## src/rtl/ctrl_pkg.sv

```systemverilog
// ctrl_pkg: shared encodings for the multicycle CPU sequencer.
//   - op_class encodings produced by the instruction decoder
//   - sequencer state encodings (also exported on state_o for debug)
//   - bit positions inside the one-hot stage_en vector
//   - write-back source select codes carried on wb_ctrl
package ctrl_pkg;

  localparam logic [2:0] OP_ALU_R  = 3'd0;
  localparam logic [2:0] OP_ALU_I  = 3'd1;
  localparam logic [2:0] OP_LOAD   = 3'd2;
  localparam logic [2:0] OP_STORE  = 3'd3;
  localparam logic [2:0] OP_BRANCH = 3'd4;
  localparam logic [2:0] OP_JUMP   = 3'd5;
  localparam logic [2:0] OP_NOP    = 3'd6;
  localparam logic [2:0] OP_HALT   = 3'd7;

  typedef enum logic [2:0] {
    S_IDLE   = 3'd0,
    S_FETCH  = 3'd1,
    S_DECODE = 3'd2,
    S_EXEC   = 3'd3,
    S_MEM    = 3'd4,
    S_WB     = 3'd5,
    S_HALTED = 3'd6,
    S_ERROR  = 3'd7
  } state_t;

  localparam int STG_PC  = 0;
  localparam int STG_ID  = 1;
  localparam int STG_EX  = 2;
  localparam int STG_MEM = 3;
  localparam int STG_WB  = 4;

  localparam logic [1:0] WB_NONE = 2'b00;
  localparam logic [1:0] WB_ALU  = 2'b01;
  localparam logic [1:0] WB_MEM  = 2'b10;
  localparam logic [1:0] WB_LINK = 2'b11;

endpackage

```

## src/rtl/ctrl_field_decode.sv

```systemverilog
// ctrl_field_decode: purely combinational op_class -> control field decode.
// The top level registers these outputs while the sequencer is in DECODE.
// Ports:
//   op_class  in  OPC_W  instruction class from the decoder
//   imm_en    out 1      immediate operand select
//   l_or_s    out 1      1 = store, 0 = load
//   wb_ctrl   out 2      write-back source select
//   is_mem    out 1      instruction needs the MEM stage (LOAD/STORE)
//   is_jump   out 1      unconditional jump
//   is_branch out 1      conditional branch
//   is_nop    out 1      NOP, or any encoding outside the defined set
//   is_halt   out 1      HALT
module ctrl_field_decode
  import ctrl_pkg::*;
#(
  parameter int OPC_W = 3
) (
  input  logic [OPC_W-1:0] op_class,
  output logic             imm_en,
  output logic             l_or_s,
  output logic [1:0]       wb_ctrl,
  output logic             is_mem,
  output logic             is_jump,
  output logic             is_branch,
  output logic             is_nop,
  output logic             is_halt
);

  // Class decode; undefined encodings (wider op_class) fall into the NOP arm.
  always_comb begin
    imm_en    = 1'b0;
    l_or_s    = 1'b0;
    wb_ctrl   = WB_NONE;
    is_mem    = 1'b0;
    is_jump   = 1'b0;
    is_branch = 1'b0;
    is_nop    = 1'b0;
    is_halt   = 1'b0;
    case (op_class)
      OPC_W'(OP_ALU_R): wb_ctrl = WB_ALU;
      OPC_W'(OP_ALU_I): begin
        imm_en  = 1'b1;
        wb_ctrl = WB_ALU;
      end
      OPC_W'(OP_LOAD): begin
        imm_en  = 1'b1;
        wb_ctrl = WB_MEM;
        is_mem  = 1'b1;
      end
      OPC_W'(OP_STORE): begin
        imm_en = 1'b1;
        l_or_s = 1'b1;
        is_mem = 1'b1;
      end
      OPC_W'(OP_BRANCH): is_branch = 1'b1;
      OPC_W'(OP_JUMP): begin
        is_jump = 1'b1;
        wb_ctrl = WB_LINK;
      end
      OPC_W'(OP_HALT): is_halt = 1'b1;
      default: is_nop = 1'b1;
    endcase
  end

endmodule

```

## src/rtl/multicycle_ctrl.sv

```systemverilog
// multicycle_ctrl: stage sequencer for the multicycle CPU datapath.
// Walks FETCH/DECODE/EXEC/MEM/WB per instruction, skipping stages by class,
// with a memory ready handshake plus timeout, PC redirect strobe, HALT/resume,
// a sticky error state and a wrapping retired-instruction counter.
// Ports:
//   clk, rst      clock, synchronous active-high reset
//   op_class      instruction class, sampled in DECODE
//   branch_taken  branch condition, used in EXEC
//   mem_ready     memory access complete, sampled in MEM
//   resume        leaves HALTED
//   stage_en      one-hot enables [0]PC [1]ID [2]EX [3]MEM [4]WB
//   mem_req       high throughout MEM
//   jump_en       PC redirect strobe (EXEC only)
//   imm_en, l_or_s, wb_ctrl  control fields latched in DECODE
//   retire_cnt    retired instruction count
//   halted, err   status flags
//   state_o       current state for debug
module multicycle_ctrl
  import ctrl_pkg::*;
#(
  parameter int OPC_W       = 3,
  parameter int MEM_TIMEOUT = 15,
  parameter int CNT_W       = 32
) (
  input  logic             clk,
  input  logic             rst,
  input  logic [OPC_W-1:0] op_class,
  input  logic             branch_taken,
  input  logic             mem_ready,
  input  logic             resume,
  output logic [4:0]       stage_en,
  output logic             mem_req,
  output logic             jump_en,
  output logic             imm_en,
  output logic             l_or_s,
  output logic [1:0]       wb_ctrl,
  output logic [CNT_W-1:0] retire_cnt,
  output logic             halted,
  output logic             err,
  output logic [2:0]       state_o
);

  localparam logic [7:0] TMO_LIM = 8'(MEM_TIMEOUT);

  state_t           state_r;
  logic             imm_en_r;
  logic             l_or_s_r;
  logic [1:0]       wb_ctrl_r;
  logic             is_mem_r;
  logic             is_jump_r;
  logic             is_branch_r;
  logic [CNT_W-1:0] retire_cnt_r;
  logic [7:0]       tmo_cnt_r;
  logic [4:0]       stage_en_s;

  logic       dec_imm_en_s;
  logic       dec_l_or_s_s;
  logic [1:0] dec_wb_ctrl_s;
  logic       dec_is_mem_s;
  logic       dec_is_jump_s;
  logic       dec_is_branch_s;
  logic       dec_is_nop_s;
  logic       dec_is_halt_s;

  ctrl_field_decode #(.OPC_W(OPC_W)) u_decode (
    .op_class  (op_class),
    .imm_en    (dec_imm_en_s),
    .l_or_s    (dec_l_or_s_s),
    .wb_ctrl   (dec_wb_ctrl_s),
    .is_mem    (dec_is_mem_s),
    .is_jump   (dec_is_jump_s),
    .is_branch (dec_is_branch_s),
    .is_nop    (dec_is_nop_s),
    .is_halt   (dec_is_halt_s)
  );

  // Sequencer state, latched control fields, retire and MEM timeout counters.
  always_ff @(posedge clk) begin
    if (rst) begin
      state_r      <= S_IDLE;
      imm_en_r     <= 1'b0;
      l_or_s_r     <= 1'b0;
      wb_ctrl_r    <= WB_NONE;
      is_mem_r     <= 1'b0;
      is_jump_r    <= 1'b0;
      is_branch_r  <= 1'b0;
      retire_cnt_r <= '0;
      tmo_cnt_r    <= 8'd0;
    end else begin
      case (state_r)
        S_IDLE:  state_r <= S_FETCH;
        S_FETCH: state_r <= S_DECODE;
        S_DECODE: begin
          imm_en_r    <= dec_imm_en_s;
          l_or_s_r    <= dec_l_or_s_s;
          wb_ctrl_r   <= dec_wb_ctrl_s;
          is_mem_r    <= dec_is_mem_s;
          is_jump_r   <= dec_is_jump_s;
          is_branch_r <= dec_is_branch_s;
          if (dec_is_halt_s) begin
            state_r      <= S_HALTED;
            retire_cnt_r <= retire_cnt_r + CNT_W'(1'b1);
          end else if (dec_is_nop_s) begin
            state_r      <= S_FETCH;
            retire_cnt_r <= retire_cnt_r + CNT_W'(1'b1);
          end else begin
            state_r <= S_EXEC;
          end
        end
        S_EXEC: begin
          if (is_mem_r) begin
            state_r <= S_MEM;
          end else if (is_jump_r || is_branch_r) begin
            state_r      <= S_FETCH;
            retire_cnt_r <= retire_cnt_r + CNT_W'(1'b1);
          end else begin
            state_r <= S_WB;
          end
        end
        S_MEM: begin
          // ready is checked first so it wins over a timeout in the same cycle
          if (mem_ready) begin
            tmo_cnt_r <= 8'd0;
            if (l_or_s_r) begin
              state_r      <= S_FETCH;
              retire_cnt_r <= retire_cnt_r + CNT_W'(1'b1);
            end else begin
              state_r <= S_WB;
            end
          end else if (tmo_cnt_r + 8'd1 == TMO_LIM) begin
            tmo_cnt_r <= 8'd0;
            state_r   <= S_ERROR;
          end else begin
            tmo_cnt_r <= tmo_cnt_r + 8'd1;
          end
        end
        S_WB: begin
          state_r      <= S_FETCH;
          retire_cnt_r <= retire_cnt_r + CNT_W'(1'b1);
        end
        S_HALTED: begin
          if (resume) begin
            state_r <= S_FETCH;
          end else begin
            state_r <= S_HALTED;
          end
        end
        S_ERROR: state_r <= S_ERROR;
        default: state_r <= S_IDLE;
      endcase
    end
  end

  // Moore stage-enable decode from the state register.
  always_comb begin
    stage_en_s = 5'b00000;
    case (state_r)
      S_FETCH:  stage_en_s[STG_PC]  = 1'b1;
      S_DECODE: stage_en_s[STG_ID]  = 1'b1;
      S_EXEC:   stage_en_s[STG_EX]  = 1'b1;
      S_MEM:    stage_en_s[STG_MEM] = 1'b1;
      S_WB:     stage_en_s[STG_WB]  = 1'b1;
      default:  stage_en_s = 5'b00000;
    endcase
  end

  assign stage_en   = stage_en_s;
  assign mem_req    = (state_r == S_MEM);
  // branch_taken is only meaningful during EXEC, so the strobe qualifies it there
  assign jump_en    = (state_r == S_EXEC) && (is_jump_r || (is_branch_r && branch_taken));
  assign imm_en     = imm_en_r;
  assign l_or_s     = l_or_s_r;
  assign wb_ctrl    = wb_ctrl_r;
  assign retire_cnt = retire_cnt_r;
  assign halted     = (state_r == S_HALTED);
  assign err        = (state_r == S_ERROR);
  assign state_o    = state_r;

endmodule
```

## config.mk

```make
export PLATFORM = sky130hd
export DESIGN_NAME = multicycle_ctrl
export DESIGN_NICKNAME = d
export VERILOG_FILES = /design/src/rtl/ctrl_pkg.sv /design/src/rtl/ctrl_field_decode.sv /design/src/rtl/multicycle_ctrl.sv
export SDC_FILE = /design/constraint.sdc
export NUM_CORES = 1
export LEC_CHECK = 0
export CAP_MARGIN = 20
export CORE_UTILIZATION = 39
export DETAILED_ROUTE_END_ITERATION = 8
export PLACE_DENSITY = 0.73
export SETUP_SLACK_MARGIN = 0.1
export SYNTH_ARGS = -nofsm -noshare
export SYNTH_HDL_FRONTEND = slang
export SYNTH_SLANG_ARGS = --single-unit
export TNS_END_PERCENT = 30
```

## constraint.sdc

```tcl
create_clock -name clk -period 3.55 [get_ports clk]
set_input_delay 0.8875 -clock clk [delete_from_list [all_inputs] [get_ports clk]]
set_output_delay 0.8875 -clock clk [all_outputs]
set_load 0.02 [all_outputs]
```

==> results of run 1 <==
area by class of cell:
cell class	instances	share of cell area, %
repair buffers	61	18.1
inverters	7	0.798
well taps	77	2.92
clock inverters	1	0.266
flip-flops and latches	50	30.4
multi-input cells	247	44.6
clock buffers	7	2.92
metrics by stage:
step                utilization (%)  area [um^2]  setup slack (ps)
floorplan                         -         2590               932
global placement               49.9         3190               334
detailed placement             49.9         3190               275
CTS                            51.6         3290               353
global route                   51.6         3290               242
finish                         51.6         3290               365
layer usage:
layer | routed length (um) | vias up
met4 | 45 | 0
met1 | 2990 | 1207
met5 | 0 | -
met2 | 2800 | 63
li1 | - | 1288
met3 | 251 | 6
state kept, by name (all words and copies together) (netlist names), 2 cells and up:
register	count
retire_cnt	32
tmo_cnt_r	8
wb_ctrl	2
state_o	3
power by group through the flow:
stage	clock (mW)	combinational [mW]	sequential [mW]
3_5_place_dp	0	0.244	0.620
2_1_floorplan	0	0.137	0.630
6_report	0.376	0.244	0.607
3_3_place_gp	0	0.241	0.619
4_1_cts	0.381	0.246	0.607
5_1_grt	0.405	0.266	0.612
worst reg2reg max path, delay by kind of cell (launching register included):
| kind | cells | cell delay [ps] |
|---|---|---|
| flops | 1 | 500 |
| simple gates | 3 | 1700 |
| compound gates | 2 | 260 |
| buf+inv | 1 | 180 |
cells by family after synthesis:
| kind of cell | count (synthesis) | synth area share, % |
|---|---|---|
| and+or+nand+nor | 154 | 32.0 |
| AOI/OAI and AO/OA | 68 | 15.9 |
| DFF | 50 | 38.7 |
| buffers and inverters | 27 | 4.45 |
| xor gates and xnor gates | 21 | 7.11 |
| adders and majority gates | 3 | 1.45 |
| muxes | 1 | 0.387 |
worst paths after layout:
kind                           start                          end  slack [ps]  depth (start not counted)
min reg2reg    is_mem_r$_SDFFE_PP0P_        is_mem_r$_SDFFE_PP0P_         480                          2
max reg2reg  state_o[0]$_SDFFE_PP0P_  retire_cnt[31]$_SDFFE_PP0P_         850                          6
min            is_mem_r$_SDFFE_PP0P_        is_mem_r$_SDFFE_PP0P_         480                          2
max          state_o[2]$_SDFFE_PP0P_                  stage_en[3]         370                          3
cells in the final DEF, fill, tap and decap left out, types with 4 or more instances in the layout:
cell | netlist | layout
a21oi_1 | 32 | 32
and3_1 | 5 | 5
and4_1 | 4 | 4
buf_4 | 2 | 6
clkbuf_8 | 0 | 7
clkdlybuf4s50_1 | 0 | 55
dfxtp_1 | 50 | 50
inv_1 | 5 | 5
nand2_1 | 24 | 24
nand2b_1 | 5 | 5
nand3_1 | 19 | 19
nand3b_1 | 4 | 4
nand4_1 | 12 | 12
nor2_1 | 31 | 31
nor2b_1 | 5 | 5
nor3_1 | 8 | 8
nor4_1 | 12 | 12
o21ai_0 | 11 | 11
o31ai_1 | 9 | 9
or3_1 | 8 | 8
or4_1 | 13 | 13
xnor2_1 | 11 | 11
xor2_1 | 10 | 10
==> flow_metrics.env, run 1 <==
export IMPL_synth_edff_count=0
export IMPL_yosys_cell_count_top_type="dfxtp_1"
export IMPL_clock_power_share_pct=30.6
export IMPL_fp_dieW_um=83.4
export IMPL_clk_pin_slew_worst_paths_ps=90
export IMPL_dpl_hpwl_um=4230
export IMPL_grtUsageMet1_pct=23.7
export IMPL_sequentialPowerShare_pct=49.5
export IMPL_cp_max_fo=12
export IMPL_internal_power_mw=0.860
export IMPL_finalSetupViolCount=0
export IMPL_rows=29
export IMPL_fin_crit_sh_pct=89.7
export IMPL_post_cts_resized=0
export IMPL_synth_largest_area_cell="dfxtp_1"
export IMPL_ys_async_sr_fraction_pct=0
export IMPL_grt_start_max_net_pins=51
export IMPL_worstSetupPathType="flip-flop to output port"
export IMPL_post_cts_buffers=0
export IMPL_n_fill_cell=628
export IMPL_drv_cap=0
export IMPL_clock_fmax_mhz=314
export IMPL_critPathCaptureType="output port"
export IMPL_n_antenna_cell=0
export IMPL_htreeDepth=2
export IMPL_wl_per_cell_um=13.5
export IMPL_ys_warn_count=0
export IMPL_leakagePower_nw=1.03
export IMPL_switching_share_pct=29.9
export IMPL_grt_ovfl_total=0
export IMPL_clockRootBuffer="clkbuf_8"
export IMPL_start_kind="flip-flop"
export IMPL_grt_util_all_layers_pct=17.6
export IMPL_detailroute_via_count=2564
export IMPL_cts_buffers=5
export IMPL_nNetsFinal=383
export IMPL_core_area_um2=6390
export IMPL_syn_inst=324
export IMPL_switchingPower_mw=0.367
export IMPL_total_power_mw=1.23
export IMPL_globalRouteMet3Util_pct=3.28
export IMPL_ant_nets=0
export IMPL_synth_seq_area_share_pct=38.7
export IMPL_synth_area_um2=2590
export IMPL_crit_path_cell_trace="or3b_2, clkinv_1, clkdlybuf4s50_1"
export IMPL_path_buf_inv=2
export IMPL_fin_tns_setup_ps=0
export IMPL_grt_pass1_wl_um=10200
export IMPL_antenna_found_initial=0
export IMPL_place_congestion=0.787
export IMPL_worstPathArrival_ps=2300
export IMPL_die_area_um2=6960
export IMPL_instances_no_fill=450
export IMPL_whs_ps=483
export IMPL_cts_tree="yes"
export IMPL_drc_errors=0
export IMPL_hold_viol=0
export IMPL_synth_top_area_share_pct=38.7
export IMPL_syn2layout_area_growth_pct=27.4
export IMPL_crit_path_top_delay_cell="clkdlybuf4s50_1"
export IMPL_synth_avg_cell_area_um2=7.98
export IMPL_synth_common_cells="50 x dfxtp_1, 32 x a21oi_1, 31 x nor2_1"
export IMPL_drv_slew=0
export IMPL_cp_data_required_time_ps=2660
export IMPL_synth_seq_cells=50
export IMPL_busiest_layer="met2"
export IMPL_fin_skew_ps=12.9
export IMPL_multi_input_area_um2=1470
export IMPL_first_pass_iters=4
export IMPL_placedCellCount=442
export IMPL_relSlewSlack_pct=60.0
export IMPL_syn_num_nets=335
export IMPL_fp_dieH_um=83.4
export IMPL_critPathMaxStageDelay_ps=640
export IMPL_cts_max_path_buffers=2
export IMPL_clock_sinks=50
export IMPL_min_period_ps=3180
export IMPL_seq_area_um2=1000
export IMPL_routed_wl_um=6090
export IMPL_synth_cell_type_count=40
export IMPL_start_util_pct=40.5
export IMPL_min_path_type="flip-flop to flip-flop"
export IMPL_combPwrFrac_pct=19.9
export IMPL_ys_flop_type="dfxtp_1"
export IMPL_layout_drive_gt1_share_pct=4.29
export IMPL_critPathTopFamily="buffers and inverters"
export IMPL_grt_pass1_vias=2300
export IMPL_ios=56
export IMPL_status="completed"
export IMPL_vdd_drop_max_mv=0.210
export IMPL_worst_slew_pin_slew_ps=598
export IMPL_grtUsageMet2_pct=28.9
export IMPL_numPortBuffers=55
export IMPL_cts_hold_buf=0
export IMPL_synth_area_leaders="dfxtp_1 39%, a21oi_1 6.2%, nor2_1 4.5%"
export IMPL_power_density_nw_per_um2=372
export IMPL_clock_latency_ps=300
export IMPL_rsz0062_at_grt="false"
export IMPL_drt_first_iter_violations=143
export IMPL_avgViaCountPerCell=5.70
Note: power is estimated with default switching activity, not from simulation.
==> run 2, diff against run 1 <==
--- a/config.mk
+++ b/config.mk
@@ -6,10 +6,10 @@
 export NUM_CORES = 1
 export LEC_CHECK = 0
 export CAP_MARGIN = 20
+export CORE_MARGIN = 4
 export CORE_UTILIZATION = 39
 export DETAILED_ROUTE_END_ITERATION = 8
 export PLACE_DENSITY = 0.73
-export SETUP_SLACK_MARGIN = 0.1
 export SYNTH_ARGS = -nofsm -noshare
 export SYNTH_HDL_FRONTEND = slang
 export SYNTH_SLANG_ARGS = --single-unit
==> constraint.sdc (replaced) <==
create_clock -name clk -period 3.3 [get_ports clk]
set_input_delay 0.825 -clock clk [delete_from_list [all_inputs] [get_ports clk]]
set_output_delay 0.825 -clock clk [all_outputs]
set_load 0.02 [all_outputs]
==> run 2 against run 1 <==
Compared with the run above:
- flip-flop and latch count unchanged
- clock-buffer cell count decreased by 2
- worst setup slack got worse by 97 ps
- final cell count increased by 0.44%
- register-to-register slack got worse by 50 ps
- critical path depth increased by 1
- sequential share of layout area decreased by 0.069 points
- combinational power increased by 8.2%
- first-iteration DRC count increased by 21%
- non-clock buffer count increased by 2
- hold slack got worse by 2.0 ps
- utilization increased by 0.12 points
==> flow_metrics.env, run 2 (synthesis results as in run 1) <==
export IMPL_nNetsFinal=385
export IMPL_n_antenna_cell=0
export IMPL_ios=56
export IMPL_final_cell_mix="55 x clkdlybuf4s50_1, 50 x dfxtp_1, 32 x a21oi_1"
export IMPL_multi_input_area_um2=1470
export IMPL_htreeDepth=2
export IMPL_clockRootBuffer="clkbuf_8"
export IMPL_routed_wl_um=6090
export IMPL_syn2layout_area_growth_pct=27.7
export IMPL_fp_dieH_um=89.4
export IMPL_largest_reg_flops=32
export IMPL_sequentialPowerShare_pct=50.4
export IMPL_start_util_pct=40.5
export IMPL_fin_crit_sh_pct=91.9
export IMPL_post_cts_resized=0
export IMPL_grt_start_max_net_pins=51
export IMPL_crit_path_cell_trace="nor2b_1, nand2b_1, clkinv_1, clkdlybuf4s50_1"
export IMPL_cp_max_fo=10
export IMPL_min_delay_path_depth=2
export IMPL_antenna_found_initial=0
export IMPL_grt_pass1_vias=2312
export IMPL_cts_buffers=5
export IMPL_critPathTopFamily="buffers and inverters"
export IMPL_grt_pass1_wl_um=10500
export IMPL_power_density_nw_per_um2=393
export IMPL_internal_power_mw=0.891
export IMPL_worstPathArrival_ps=2210
export IMPL_core_area_um2=6390
export IMPL_numPortBuffers=55
export IMPL_drt_first_iter_violations=173
export IMPL_fin_tns_setup_ps=0
export IMPL_rows=29
export IMPL_status="completed"
export IMPL_hold_viol=0
export IMPL_crit_path_top_delay_cell="clkdlybuf4s50_1"
export IMPL_grt_util_all_layers_pct=16.4
export IMPL_layout_drive_gt1_share_pct=4.80
export IMPL_cp_data_required_time_ps=2470
export IMPL_detailroute_via_count=2497
export IMPL_leakagePower_nw=1.03
export IMPL_critPathCaptureType="output port"
export IMPL_die_area_um2=8000
export IMPL_seq_area_um2=1000
export IMPL_start_kind="flip-flop"
export IMPL_final_common_cell="clkdlybuf4s50_1"
export IMPL_cts_tree="yes"
export IMPL_worstSetupPathType="flip-flop to output port"
export IMPL_cts_hold_buf=0
export IMPL_critPathMaxStageDelay_ps=630
export IMPL_combPwrFrac_pct=20.3
export IMPL_wl_per_cell_um=13.5
export IMPL_drv_cap=0
export IMPL_clock_sinks=50
export IMPL_cts_max_path_buffers=2
export IMPL_switchingPower_mw=0.405
export IMPL_worst_slew_pin_slew_ps=602
export IMPL_drv_slew=0
export IMPL_fp_dieW_um=89.4
export IMPL_post_cts_buffers=0
export IMPL_clock_fmax_mhz=330
export IMPL_rsz0062_at_grt="false"
export IMPL_dpl_hpwl_um=4330
export IMPL_total_power_mw=1.30
export IMPL_n_fill_cell=613
export IMPL_min_period_ps=3030
export IMPL_vdd_drop_max_mv=0.277
export IMPL_path_buf_inv=2
export IMPL_r2r_cells=7
export IMPL_clock_latency_ps=320
export IMPL_grt_ovfl_total=0
export IMPL_switching_share_pct=31.2
export IMPL_first_pass_iters=4
export IMPL_clock_power_share_pct=29.3
export IMPL_drc_errors=0
export IMPL_ant_nets=0
export IMPL_relSlewSlack_pct=59.8
export IMPL_min_path_type="flip-flop to flip-flop"
export IMPL_finalSetupViolCount=0
export IMPL_avgViaCountPerCell=5.52
export IMPL_place_congestion=0.817
export IMPL_path_depth=4
export IMPL_clk_pin_slew_worst_paths_ps=90
export IMPL_fin_skew_ps=15.3
## run 2: cell count changes in the layout (fill, tap and decap cells not counted)
cell      delta
inv_8        +1
clkbuf_8     -2
buf_4        +2
clkinv_4     +1
## run 2: power groups by stage
| stage | logic, mW | clock network (mW) | registers [mW] |
|---|---|---|---|
| finish | 0.264 | 0.380 | 0.653 |
| global route | 0.290 | 0.422 | 0.658 |
| CTS | 0.265 | 0.400 | 0.653 |
| detailed placement | 0.263 | 0 | 0.667 |
| global placement | 0.262 | 0 | 0.666 |
| floorplan | 0.148 | 0 | 0.678 |
## run 2: worst register-to-register path: cells and delay by family (launching register included)
family                 cells  cell delay, ps
flip-flops                 1             490
AO/OA/AOI/OAI              2             260
buffers and inverters      2             420
AND/OR/NAND/NOR            3            1270
## run 2: layer usage
metal | track usage, % | part of all wire [%] | vias to the layer above
met1 | 22.5 | 48 | 1125
met2 | 24.8 | 44 | 73
met5 | 0 | 0 | -
li1 | - | - | 1290
met3 | 4.33 | 6.5 | 9
met4 | 6.09 | 1.5 | 0
## run 2: layout make-up
cell class / count / share of cell area (%)
sequential: 50 / 30.3
inverter: 7 / 0.796
timing repair buffer: 63 / 18.5
tap: 77 / 2.92
multi-input combinational: 247 / 44.5
clock buffer: 5 / 2.08
clock inverter: 3 / 0.872
## run 2: path summary, 6_finish.rpt
check / start / slack [ps] / endpoint
min reg2reg: is_mem_r$_SDFFE_PP0P_ / 480 / is_mem_r$_SDFFE_PP0P_
max: state_o[1]$_SDFFE_PP0P_ / 270 / stage_en[1]
min: is_mem_r$_SDFFE_PP0P_ / 480 / is_mem_r$_SDFFE_PP0P_
max reg2reg: state_o[0]$_SDFFE_PP0P_ / 800 / retire_cnt[15]$_SDFFE_PP0P_
## run 2: per-stage QoR
| stage | area, um^2 | util (%) | worst slack (ps) | hold slack (ps) | instances |
|---|---|---|---|---|---|
| after floorplan | 2590 | - | 744 | 441 | 324 |
| after global placement | 3200 | 50.2 | 160 | 463 | 444 |
| after detailed placement | 3200 | 50.2 | 92.1 | 468 | 444 |
| after CTS | 3300 | 51.7 | 261 | 486 | 452 |
| after global routing | 3300 | 51.7 | 50.5 | 522 | 452 |
| final | 3300 | 51.7 | 268 | 481 | 452 |
